<file path="src/rtl/mem_arbiter.sv">
// Arbitrates the external memory bus between instruction fetch and data load/store.
// Data wins ties unless fetch has lost STARVE_LIMIT times in a row; a watchdog aborts hung accesses.
module mem_arbiter #(
    parameter int STARVE_LIMIT = 4,
    parameter int TIMEOUT      = 255
) (
    input  logic        clk,
    input  logic        rst,
    input  logic        f_req,
    input  logic [15:0] f_addr,
    output logic        f_ack,
    output logic [15:0] f_rdata,
    output logic        f_err,
    input  logic        d_req,
    input  logic        d_we,
    input  logic [15:0] d_addr,
    input  logic [15:0] d_wdata,
    output logic        d_ack,
    output logic [15:0] d_rdata,
    output logic        d_err,
    output logic [15:0] m_addr,
    output logic [15:0] m_wdata,
    output logic        m_read,
    output logic        m_write,
    output logic        m_instr_access,
    output logic        m_read_done,
    input  logic [15:0] m_rdata,
    input  logic        m_busy,
    input  logic        m_ready,
    output logic [1:0]  owner
);
    localparam logic [1:0] ST_IDLE  = 2'd0;
    localparam logic [1:0] ST_ISSUE = 2'd1;
    localparam logic [1:0] ST_WAIT  = 2'd2;
    localparam logic [1:0] ST_DONE  = 2'd3;

    localparam logic [1:0] OWN_NONE  = 2'b00;
    localparam logic [1:0] OWN_FETCH = 2'b01;
    localparam logic [1:0] OWN_DATA  = 2'b10;

    localparam logic [3:0] STARVE_MAX = 4'(STARVE_LIMIT);
    localparam logic [7:0] WD_LAST    = 8'(TIMEOUT - 1);

    logic [1:0]  state;
    logic [1:0]  owner_q;
    logic [15:0] addr_q;
    logic [15:0] wdata_q;
    logic [15:0] rdata_q;
    logic        we_q;
    logic        err_q;
    logic [3:0]  starve_cnt;
    logic [7:0]  wd_cnt;

    logic grant_fetch;
    logic is_write;
    logic strobe;

    assign grant_fetch = f_req && (!d_req || starve_cnt == STARVE_MAX);
    assign is_write    = (owner_q == OWN_DATA) && we_q;
    assign strobe      = (state == ST_ISSUE) && !m_busy;

    always_ff @(posedge clk) begin
        if (!rst) begin
            state      <= ST_IDLE;
            owner_q    <= OWN_NONE;
            addr_q     <= '0;
            wdata_q    <= '0;
            rdata_q    <= '0;
            we_q       <= 1'b0;
            err_q      <= 1'b0;
            starve_cnt <= '0;
            wd_cnt     <= '0;
        end else begin
            case (state)
                ST_IDLE: begin
                    if (f_req || d_req) begin
                        state <= ST_ISSUE;
                        if (grant_fetch) begin
                            owner_q    <= OWN_FETCH;
                            addr_q     <= f_addr;
                            we_q       <= 1'b0;
                            starve_cnt <= '0;
                        end else begin
                            owner_q <= OWN_DATA;
                            addr_q  <= d_addr;
                            we_q    <= d_we;
                            wdata_q <= d_wdata;
                            // Only a data grant that actually bypasses a waiting fetch counts toward starvation
                            if (!f_req)
                                starve_cnt <= '0;
                            else if (starve_cnt != STARVE_MAX)
                                starve_cnt <= starve_cnt + 4'd1;
                        end
                    end
                end
                ST_ISSUE: begin
                    if (!m_busy) begin
                        state  <= ST_WAIT;
                        wd_cnt <= '0;
                    end
                end
                ST_WAIT: begin
                    // m_ready takes precedence over a watchdog expiry in the same cycle
                    if (m_ready) begin
                        rdata_q <= m_rdata;
                        err_q   <= 1'b0;
                        state   <= ST_DONE;
                    end else if (wd_cnt == WD_LAST) begin
                        rdata_q <= 16'hFFFF;
                        err_q   <= 1'b1;
                        state   <= ST_DONE;
                    end else begin
                        wd_cnt <= wd_cnt + 8'd1;
                    end
                end
                ST_DONE: begin
                    state   <= ST_IDLE;
                    owner_q <= OWN_NONE;
                    wd_cnt  <= '0;
                end
                default: state <= ST_IDLE;
            endcase
        end
    end

    assign m_addr         = addr_q;
    assign m_wdata        = wdata_q;
    assign m_read         = strobe && !is_write;
    assign m_write        = strobe && is_write;
    assign m_instr_access = (owner_q == OWN_FETCH) && (state != ST_IDLE);
    assign m_read_done    = (state == ST_DONE) && !is_write;
    assign owner          = owner_q;

    assign f_ack   = (state == ST_DONE) && (owner_q == OWN_FETCH);
    assign d_ack   = (state == ST_DONE) && (owner_q == OWN_DATA);
    assign f_rdata = rdata_q;
    assign d_rdata = rdata_q;
    assign f_err   = f_ack && err_q;
    assign d_err   = d_ack && err_q;
endmodule

</file>
<file path="config.mk">
export PLATFORM = sky130hd
export DESIGN_NAME = mem_arbiter
export DESIGN_NICKNAME = d
export VERILOG_FILES = /design/src/rtl/mem_arbiter.sv
export SDC_FILE = /design/constraint.sdc
export NUM_CORES = 1
export LEC_CHECK = 0
export BUFFER_PORTS_ARGS = -buffer_cell sky130_fd_sc_hd__buf_2
export CAP_MARGIN = 15
export CELL_PAD_IN_SITES_DETAIL_PLACEMENT = 0
export CELL_PAD_IN_SITES_GLOBAL_PLACEMENT = 1
export CORE_ASPECT_RATIO = 1.5
export CORE_UTILIZATION = 33
export DETAILED_ROUTE_END_ITERATION = 10
export GPL_TIMING_DRIVEN = 0
export PLACE_DENSITY_LB_ADDON = 0.1
export SYNTH_ARGS = -nofsm -noshare
export SYNTH_HDL_FRONTEND = slang
export SYNTH_SLANG_ARGS = --single-unit
</file>
<file path="constraint.sdc">
create_clock -name clk -period 2.4 [get_ports clk]
set_clock_uncertainty 0.1 [all_clocks]
set_input_delay 0.12 -clock clk [delete_from_list [all_inputs] [get_ports clk]]
set_output_delay 0.12 -clock clk [all_outputs]
set_load 0.02 [all_outputs]
</file>
==> results.py, run 1 <==
metrics = {
    "global_route": {
        "track_usage_pct": 19.7,
        "gr-total-overflow": 0,
        "grt_start_max_net_pins": 12,
        "grt_pass1_vias": 3177,
        "grt_pass1_wl_mm": 14.8,
        "antenna_found_initial": 0,
    },
    "routing": {
        "dr_wl_met2_mm": 5.02,
        "highest_layer": "met4",
        "wl_met3_um": 412,
        "routed_wl_mm": 9.33,
        "wl_per_cell_um": 13.5,
        "ant_nets": 0,
        "vias": 3360,
        "drt_iter0_drc": 84,
        "wl_met1_mm": 3.70,
        "dr.pass1.iters": 4,
        "viasPerCell": 4.86,
        "drc": 0,
    },
    "cts": {
        "cts-root-buf": "clkbuf_16",
        "cts_resized": 0,
        "clk_latency_ns": 0.33,
        "cts_buffer_depth": 2,
        "cts_tree": "built",
        "cts.sink_count": 66,
        "cts_max_level": 3,
        "clk_pin_slew_ns": 0.05,
        "numCtsBuffers": 9,
    },
    "sta": {
        "slew_headroom_pct": 51.2,
        "fin_crit_ns": 2.02,
        "tightest_slew_ns": 0.725,
        "finalSetupTns_ns": 0,
        "rsz0062_at_grt": "no",
        "fin_crit_sh_pct": 84.1,
        "drv_slew": 0,
        "fmaxAchievable_mhz": 495,
        "hold_violations": 0,
        "setup_viol": 0,
    },
    "power": {
        "ir_worst_vdd_uv": 439,
        "p_sw_mw": 1.69,
        "p_int_mw": 2.72,
        "p_sw_share_pct": 38.3,
        "combPwrFrac_pct": 40.4,
        "power_per_cell_area_mw_per_mm2": 908,
        "leakage_nw": 2.36,
        "power_frac_clock_pct": 26.2,
        "seqPwrFrac_pct": 33.4,
    },
    "synth": {
        "synth_area_mm2": 0.00310,
        "yosysWarnings": 0,
        "postSynth.asyncResetShare_pct": 0,
        "ys_seq_area_share_pct": 42.7,
        "synthFlopType": "dfxtp_1",
        "avgSynthCellArea_um2": 8.60,
        "syn_inst": 360,
        "synth_seq_cells": 66,
        "synthesis.nets": 440,
        "synth-edff-count": 0,
        "yosysUniqueCellTypes": 50,
    },
    "worst_setup_path": {
        "path_class": "reg2reg",
        "slowest_stage": "a21boi_0",
        "worst_setup_path_start_kind": "register",
        "crit_chain": "inv_1, ha_1, buf_6, or3_1, a21boi_0, a22oi_1, o21ai_0",
        "crit_arrival_ns": 2.17,
        "crit_path_max_fanout": 10,
        "required_ns": 2.55,
        "crit_family": "compound AO/OA/AOI/OAI gates",
        "cp-end-kind": "register",
        "slowest_delay_ns": 0.42,
        "cp_num_buf_inv": 2,
    },
    "place": {
        "dp.final_hpwl_mm": 6.58,
        "port_buffers": 142,
        "gp_congestion": 0.794,
    },
    "layout": {
        "nNetsFinal": 658,
        "antennaDiodeCount": 0,
        "drive_gt1_share_pct": 35.7,
        "fin_util_pct": 54.0,
        "area_growth_syn_to_layout_pct": 56.8,
    },
    "run_status": {
        "outcome": "completed",
    },
    "die": {
        "die_area_mm2": 0.00978,
        "num_rows": 42,
        "die_h_um": 121,
        "start_util_pct": 34.5,
        "die_w_um": 81.1,
        "io_pins": 145,
        "coreArea_mm2": 0.00899,
    },
    "min_path": {
        "hold_class": "in2reg",
    },
    "flow_run": {
        "maxCapViolCount": 0,
    },
}
==> kinds of logic (layout without fill, tap and decap cells) <==
kind of cell | after synthesis | count (layout) | share of synthesized area, %
buf+inv | 49 | 271 | 9.37
mux | 2 | 2 | 0.646
fa+ha+maj | 9 | 9 | 3.64
flops | 66 | 66 | 42.7
compound gates | 89 | 89 | 20.8
simple gates | 145 | 145 | 22.9
==> per-layer routing <==
| metal | track usage [%] | vias up |
|---|---|---|
| li1 | - | 1701 |
| met3 | 3.85 | 13 |
| met5 | 0 | - |
| met2 | 36.1 | 98 |
| met4 | 8.93 | 0 |
| met1 | 21.1 | 1548 |
==> metrics by stage <==
stage / setup WS (ns) / cells / power (mW) / hold WS [ns] / cell area [um^2]
floorplan: 0.654 / 360 / 2.65 / 0.150 / 3100
global placement: 0.388 / 612 / 3.19 / 0.233 / 3950
detailed placement: 0.376 / 612 / 3.21 / 0.242 / 3950
CTS: 0.353 / 692 / 4.47 / 0.0812 / 4860
global route: 0.211 / 692 / 4.70 / 0.0998 / 4860
finish: 0.381 / 692 / 4.41 / 0.0954 / 4860
==> layout make-up <==
class	instances	area, um^2
fillers	883	4130
multi-input cells	245	1490
repair buffers	207	1360
flip-flops and latches	66	1320
plain buffers	40	256
clock buffers	9	225
well taps	110	138
clock inverters	6	35.0
inverters	9	33.8
==> cell usage in the layout, fill, tap and decap left out, drive strengths merged, types with 9 or more instances in the layout <==
master	instances
ha	9
o21ai	25
o221a	16
a21oi	9
nand3	40
inv	9
dlygate4sd3	65
clkbuf	20
buf	171
nand2	66
a31oi	18
nor2	11
dfxtp	66
==> Yosys cell counts (all sizes together) (4+ instances only) <==
master | instances | area share, %
a21oi | 9 | 1.6
a31oi | 18 | 3.6
and2 | 4 | 0.89
buf | 29 | 6.9
clkbuf | 11 | 1.3
dfxtp | 66 | 43
ha | 9 | 3.6
inv | 9 | 1.1
nand2 | 66 | 8.0
nand3 | 40 | 6.6
nand4 | 4 | 1.3
nor2 | 11 | 1.3
nor2b | 4 | 0.81
o21a | 4 | 0.97
o21ai | 25 | 4.0
o221a | 16 | 5.8
==> flip-flops by register name, indices dropped and copies added, names as in the netlist <==
register and flops:
owner 2, err_q 1, m_wdata 16, d_rdata 16, we_q 1, state 2, m_addr 16, wd_cnt 8
starve_cnt 4
==> timing repair <==
item / 4_1_cts / 5_1_grt
hold endpoints to repair: 49 / 0
buffers inserted: 0 / 0
hold buffers: 65 / 0
==> final timing paths <==
path | slack (ns) | startpoint | to | cells past startpoint
max | 0.38 | state[0] | wd_cnt[4] | 7
min | 0.1 | m_ready | wd_cnt[5] | 3
max reg2reg | 0.38 | state[0] | wd_cnt[4] | 7
min reg2reg | 0.34 | m_wdata[8] | m_wdata[8] | 2
==> worst register-to-register path: stages, from the launching register on <==
cell and delay (ns):
dfxtp_1 0.35, inv_1 0.10, ha_1 0.21, buf_6 0.14
or3_1 0.38, a21boi_0 0.42, a22oi_1 0.16, o21ai_0 0.09
==> power groups by stage <==
stage / registers [mW] / clock network (mW) / logic (mW)
detailed placement: 1.49 / 0 / 1.71
floorplan: 1.73 / 0 / 0.917
CTS: 1.48 / 1.20 / 1.80
finish: 1.47 / 1.15 / 1.78
global placement: 1.49 / 0 / 1.71
global route: 1.51 / 1.24 / 1.95
Note: power is estimated with default switching activity, not from simulation.
==> inputs of run 2 (changes only) <==
clock period = 1.9 ns   (was 2.4 ns; I/O delays follow)
==> results.py, run 2 (synthesized netlist as in run 1, its figures left out) <==
metrics = {
    "worst_setup_path": {
        "startpoint": "wd_cnt[0]",
        "slowest_stage": "dfxtp_2",
        "worstReg2RegStart": "wd_cnt[0]",
        "crit_arrival_ns": 1.92,
        "crit_path_max_fanout": 10,
        "reg2reg_setup_slack_ns": 0.09,
        "cp-end-kind": "register",
        "slowest_delay_ns": 0.36,
        "path_class": "reg2reg",
        "worst_setup_path_start_kind": "register",
        "r2r-end": "d_rdata[7]",
        "crit_chain": "inv_1, ha_1, nand4_4, o21bai_4, and2_4, buf_6, buf_12, o221a_2",
        "crit_family": "flip-flops",
        "cp_num_buf_inv": 3,
        "required_ns": 2.01,
        "reg2reg_depth": 8,
    },
    "min_path": {
        "min_path_cells": 3,
        "hold_path_end": "wd_cnt[5]",
        "hold_class": "in2reg",
        "hp-start": "m_ready",
    },
    "routing": {
        "wl_per_cell_um": 13.5,
        "ant_nets": 0,
        "drc": 0,
        "dr.pass1.iters": 4,
        "routed_wl_mm": 9.34,
        "viasPerCell": 4.90,
        "drt_iter0_drc": 84,
        "vias": 3385,
    },
    "cts": {
        "cts-root-buf": "clkbuf_16",
        "post_cts_buffers": 0,
        "clk_pin_slew_ns": 0.06,
        "numCtsBuffers": 9,
        "clk_latency_ns": 0.33,
        "cts_tree": "built",
        "cts.sink_count": 66,
        "cts_max_level": 3,
        "cts_buffer_depth": 2,
    },
    "sta": {
        "hold_violations": 0,
        "fin_crit_sh_pct": 95.1,
        "tightest_slew_ns": 0.723,
        "drv_slew": 0,
        "rsz0062_at_grt": "yes",
        "finalSetupTns_ns": 0,
        "fmaxAchievable_mhz": 553,
        "fin_crit_ns": 1.81,
        "setup_viol": 0,
        "slew_headroom_pct": 51.3,
    },
    "place": {
        "port_buffers": 142,
        "dp.final_hpwl_mm": 6.58,
        "gp_congestion": 0.794,
        "dp_cells": 612,
    },
    "die": {
        "coreArea_mm2": 0.00899,
        "start_util_pct": 34.5,
        "io_pins": 145,
        "die_h_um": 121,
        "num_rows": 42,
        "die_w_um": 81.1,
        "die_area_mm2": 0.00978,
    },
    "global_route": {
        "grt_pass1_vias": 3170,
        "track_usage_pct": 19.7,
        "grt_pass1_wl_mm": 14.7,
        "grt_start_max_net_pins": 17,
        "gr-total-overflow": 0,
        "antenna_found_initial": 0,
    },
    "power": {
        "power_per_cell_area_mw_per_mm2": 1150,
        "leakage_nw": 2.37,
        "ir_worst_vdd_uv": 561,
    },
    "layout": {
        "area_growth_syn_to_layout_pct": 57.7,
        "nNetsFinal": 657,
        "drive_gt1_share_pct": 37.7,
        "final_cell_count_no_fill": 691,
        "regArea_mm2": 0.00132,
        "antennaDiodeCount": 0,
        "fill_cells": 885,
        "layout_common_cells": "buf_2 (148), nand2_1 (65), dlygate4sd3_1 (65), dfxtp_1 (64), nand3_1 (39)",
        "multiInputGateArea_mm2": 0.00151,
        "mostFrequentLayoutCell": "buf_2",
    },
    "flow_run": {
        "maxCapViolCount": 0,
    },
    "run_status": {
        "outcome": "completed",
    },
}
run 2: changes by cell type in the layout (fill, tap and decap cells not counted), moves of 2 or more:
| cell | previous run | this run |
|---|---|---|
| clkbuf_2 | 0 | 3 |
| dfxtp_1 | 66 | 64 |
| clkbuf_1 | 11 | 6 |
| dfxtp_2 | 0 | 2 |
run 2: cell type report:
cell class / instances / area share, %
Multi-Input combinational cell: 245 / 30.9
Timing Repair Buffer: 207 / 27.9
Sequential cell: 66 / 27.1
Buffer: 39 / 5.33
Clock buffer: 9 / 4.61
Tap cell: 110 / 2.82
Clock inverter: 6 / 0.717
Inverter: 9 / 0.692
run 2: through the flow:
stage                     hold WS (ns)  worst slack, ns  util (%)  power [mW]  area (um^2)
after floorplan                  0.125            0.154         -        3.35         3100
after global placement           0.208           -0.112      43.9        4.04         3950
after detailed placement         0.217           -0.124      43.9        4.05         3950
after CTS                       0.0562           0.0152      54.1        5.66         4860
after global routing            0.0747          -0.0198      54.4        5.97         4880
final                           0.0703           0.0923      54.4        5.61         4880
run 2: worst max path at each step:
stage | endpoint | slack (ns) | cells after the start
floorplan | wd_cnt[4] | 0.15 | 7
global placement | wd_cnt[4] | -0.11 | 7
detailed placement | wd_cnt[4] | -0.12 | 7
CTS | d_rdata[7] | 0.02 | 8
global route | m_wdata[4] | -0.02 | 7
finish | d_rdata[7] | 0.09 | 8
run 2: what timing repair did:
item	in CTS	in global routing
endpoints found under the setup margin	27	38
gates resized for setup	5	12
endpoints found under the hold margin	49	0
hold buffers	65	0
pin swaps	0	0
run 2: routing by layer:
| layer | global-route usage (%) | share of wire [%] | vias up | wire length, um |
|---|---|---|---|---|
| met3 | 3.85 | 4.8 | 13 | 446 |
| met2 | 36.0 | 54 | 106 | 5030 |
| met1 | 21.0 | 39 | 1568 | 3670 |
| met4 | 8.93 | 2.0 | 0 | 188 |
| met5 | 0 | 0 | - | 0 |
| li1 | - | - | 1698 | - |
run 2: worst reg2reg max path: stages (launching register included):
cell and delay [ns]:
dfxtp_2 0.36, inv_1 0.07, ha_1 0.24, nand4_4 0.14
o21bai_4 0.09, and2_4 0.17, buf_6 0.13, buf_12 0.13
o221a_2 0.26
run 2: report_power, final:
group / internal (mW) / leakage [nW] / switching [mW]
Clock: 0.864 / 0.127 / 0.598
Sequential: 1.69 / 0.541 / 0.177
Combinational: 0.917 / 1.70 / 1.37
Total: 3.47 / 2.37 / 2.15
==> inputs of run 3 (changes only) <==
PLACE_DENSITY = 0.79   (was unset)
PLACE_DENSITY_LB_ADDON = unset   (was 0.1)
==> results.py, run 3 (synthesized netlist as in run 1, its figures left out) <==
metrics = {
    "cts": {
        "cts.sink_count": 66,
        "cts_tree": "built",
        "cts_buffer_depth": 2,
        "cts_max_level": 3,
        "clk_latency_ns": 0.33,
        "cts-root-buf": "clkbuf_16",
        "clk_pin_slew_ns": 0.06,
        "numCtsBuffers": 9,
    },
    "place": {
        "dp_slack_ns": -0.0776,
        "port_buffers": 142,
        "gp_congestion": 0.806,
        "dp.final_hpwl_mm": 6.77,
        "placed_area_mm2": 0.00395,
    },
    "global_route": {
        "track_usage_pct": 20.5,
        "gr-total-overflow": 0,
        "grt_start_max_net_pins": 12,
        "grt_pass1_wl_mm": 15.3,
        "antenna_found_initial": 0,
        "grt_pass1_vias": 3377,
    },
    "layout": {
        "mostFrequentLayoutCell": "buf_2",
        "regArea_mm2": 0.00133,
        "layout_common_cells": "buf_2 (147), nand2_1 (66), dlygate4sd3_1 (65), dfxtp_1 (63), nand3_1 (38)",
        "nNetsFinal": 660,
        "antennaDiodeCount": 0,
        "multiInputGateArea_mm2": 0.00152,
        "fin_util_pct": 55.5,
        "final_area_mm2": 0.00499,
        "fill_cells": 809,
        "area_growth_syn_to_layout_pct": 61.0,
        "drive_gt1_share_pct": 38.5,
    },
    "run_status": {
        "outcome": "completed",
    },
    "power": {
        "power_mw": 6.03,
        "ir_worst_vdd_uv": 705,
        "combPwrFrac_pct": 38.8,
        "p_int_mw": 3.86,
        "p_sw_mw": 2.17,
        "seqPwrFrac_pct": 30.9,
        "p_sw_share_pct": 36.1,
        "leakage_nw": 2.43,
        "power_per_cell_area_mw_per_mm2": 1210,
        "power_frac_clock_pct": 30.3,
    },
    "min_path": {
        "hold_class": "in2reg",
        "min_path_cells": 3,
    },
    "sta": {
        "fmaxAchievable_mhz": 554,
        "hold_violations": 0,
        "tightest_slew_ns": 0.741,
        "layout_setup_ws_ns": 0.0935,
        "fin_crit_sh_pct": 95.1,
        "drv_slew": 0,
        "slew_headroom_pct": 50.1,
        "fin_crit_ns": 1.81,
        "setup_viol": 0,
    },
    "routing": {
        "vias": 3454,
        "ant_nets": 0,
        "drt_iter0_drc": 114,
        "wl_met3_um": 536,
        "drc": 0,
        "viasPerCell": 4.97,
        "highest_layer": "met4",
        "routed_wl_mm": 9.89,
        "wl_per_cell_um": 14.2,
        "wl_met1_mm": 3.80,
        "dr_wl_met2_mm": 5.35,
        "dr.pass1.iters": 4,
    },
    "die": {
        "die_w_um": 81.1,
        "io_pins": 145,
        "coreArea_mm2": 0.00899,
        "start_util_pct": 34.5,
        "die_area_mm2": 0.00978,
        "die_h_um": 121,
        "num_rows": 42,
    },
    "worst_setup_path": {
        "reg2reg_depth": 8,
        "required_ns": 2.07,
        "crit_path_max_fanout": 9,
        "cp-end-kind": "register",
        "path_class": "reg2reg",
        "crit_chain": "inv_2, ha_1, buf_6, and2_1, buf_4, nand2_1, or4_4, nand3_2",
        "crit_arrival_ns": 1.98,
        "slowest_stage": "or4_4",
        "slowest_delay_ns": 0.50,
        "worst_setup_path_start_kind": "register",
    },
    "flow_run": {
        "maxCapViolCount": 0,
    },
}
-- run 3: power by group through the flow --
| stage | Combinational [mW] | Sequential [mW] | Clock (mW) |
|---|---|---|---|
| 2_1_floorplan | 1.16 | 2.19 | 0 |
| 3_3_place_gp | 2.14 | 1.87 | 0 |
| 3_5_place_dp | 2.16 | 1.88 | 0 |
| 4_1_cts | 2.28 | 1.86 | 1.84 |
| 5_1_grt | 2.56 | 1.90 | 1.91 |
| 6_report | 2.34 | 1.87 | 1.83 |
-- run 3: timing repair --
item | CTS | global route
buffers inserted | 0 | 3
pin swaps | 0 | 1
gates resized for setup | 4 | 15
setup endpoints to repair | 17 | 42
endpoints found under the hold margin | 49 | 0
hold buffers | 65 | 0
-- run 3: metal layers --
layer,GRT usage (%),vias to the layer above
met5,0,-
met4,8.59,0
met3,4.91,13
met2,39.0,130
met1,20.3,1607
li1,-,1704
-- run 3: layout make-up --
class	count	area share [%]
Multi-Input combinational cell	245	30.4
Inverter	9	0.678
Sequential cell	66	26.6
Clock inverter	4	1.48
Timing Repair Buffer	210	27.8
Buffer	39	5.22
Clock buffer	12	5.14
Tap cell	110	2.76
-- run 3: worst max-delay path: cells and delay by family, from the launching register on --
kind	cells	cell delay [ns]
AND/OR/NAND/NOR	4	0.81
buffers and inverters	3	0.35
flip-flops	1	0.33
adder cells (fa/ha/maj)	1	0.16
-- run 3: final timing paths --
kind                    from          to  slack [ns]
setup / recovery    state[0]   wd_cnt[3]        0.09
setup reg to reg    state[0]   wd_cnt[3]        0.09
hold / removal       m_ready   wd_cnt[5]        0.05
hold reg to reg   m_wdata[9]  m_wdata[9]        0.34
-- run 3: through the flow --
stage,TNS [ns],hold slack (ns),cells
floorplan,0,0.125,360
global placement,-0.208,0.212,612
detailed placement,-0.547,0.215,612
CTS,0,0.0446,693
global route,-0.000519,0.0856,695
finish,0,0.0508,695
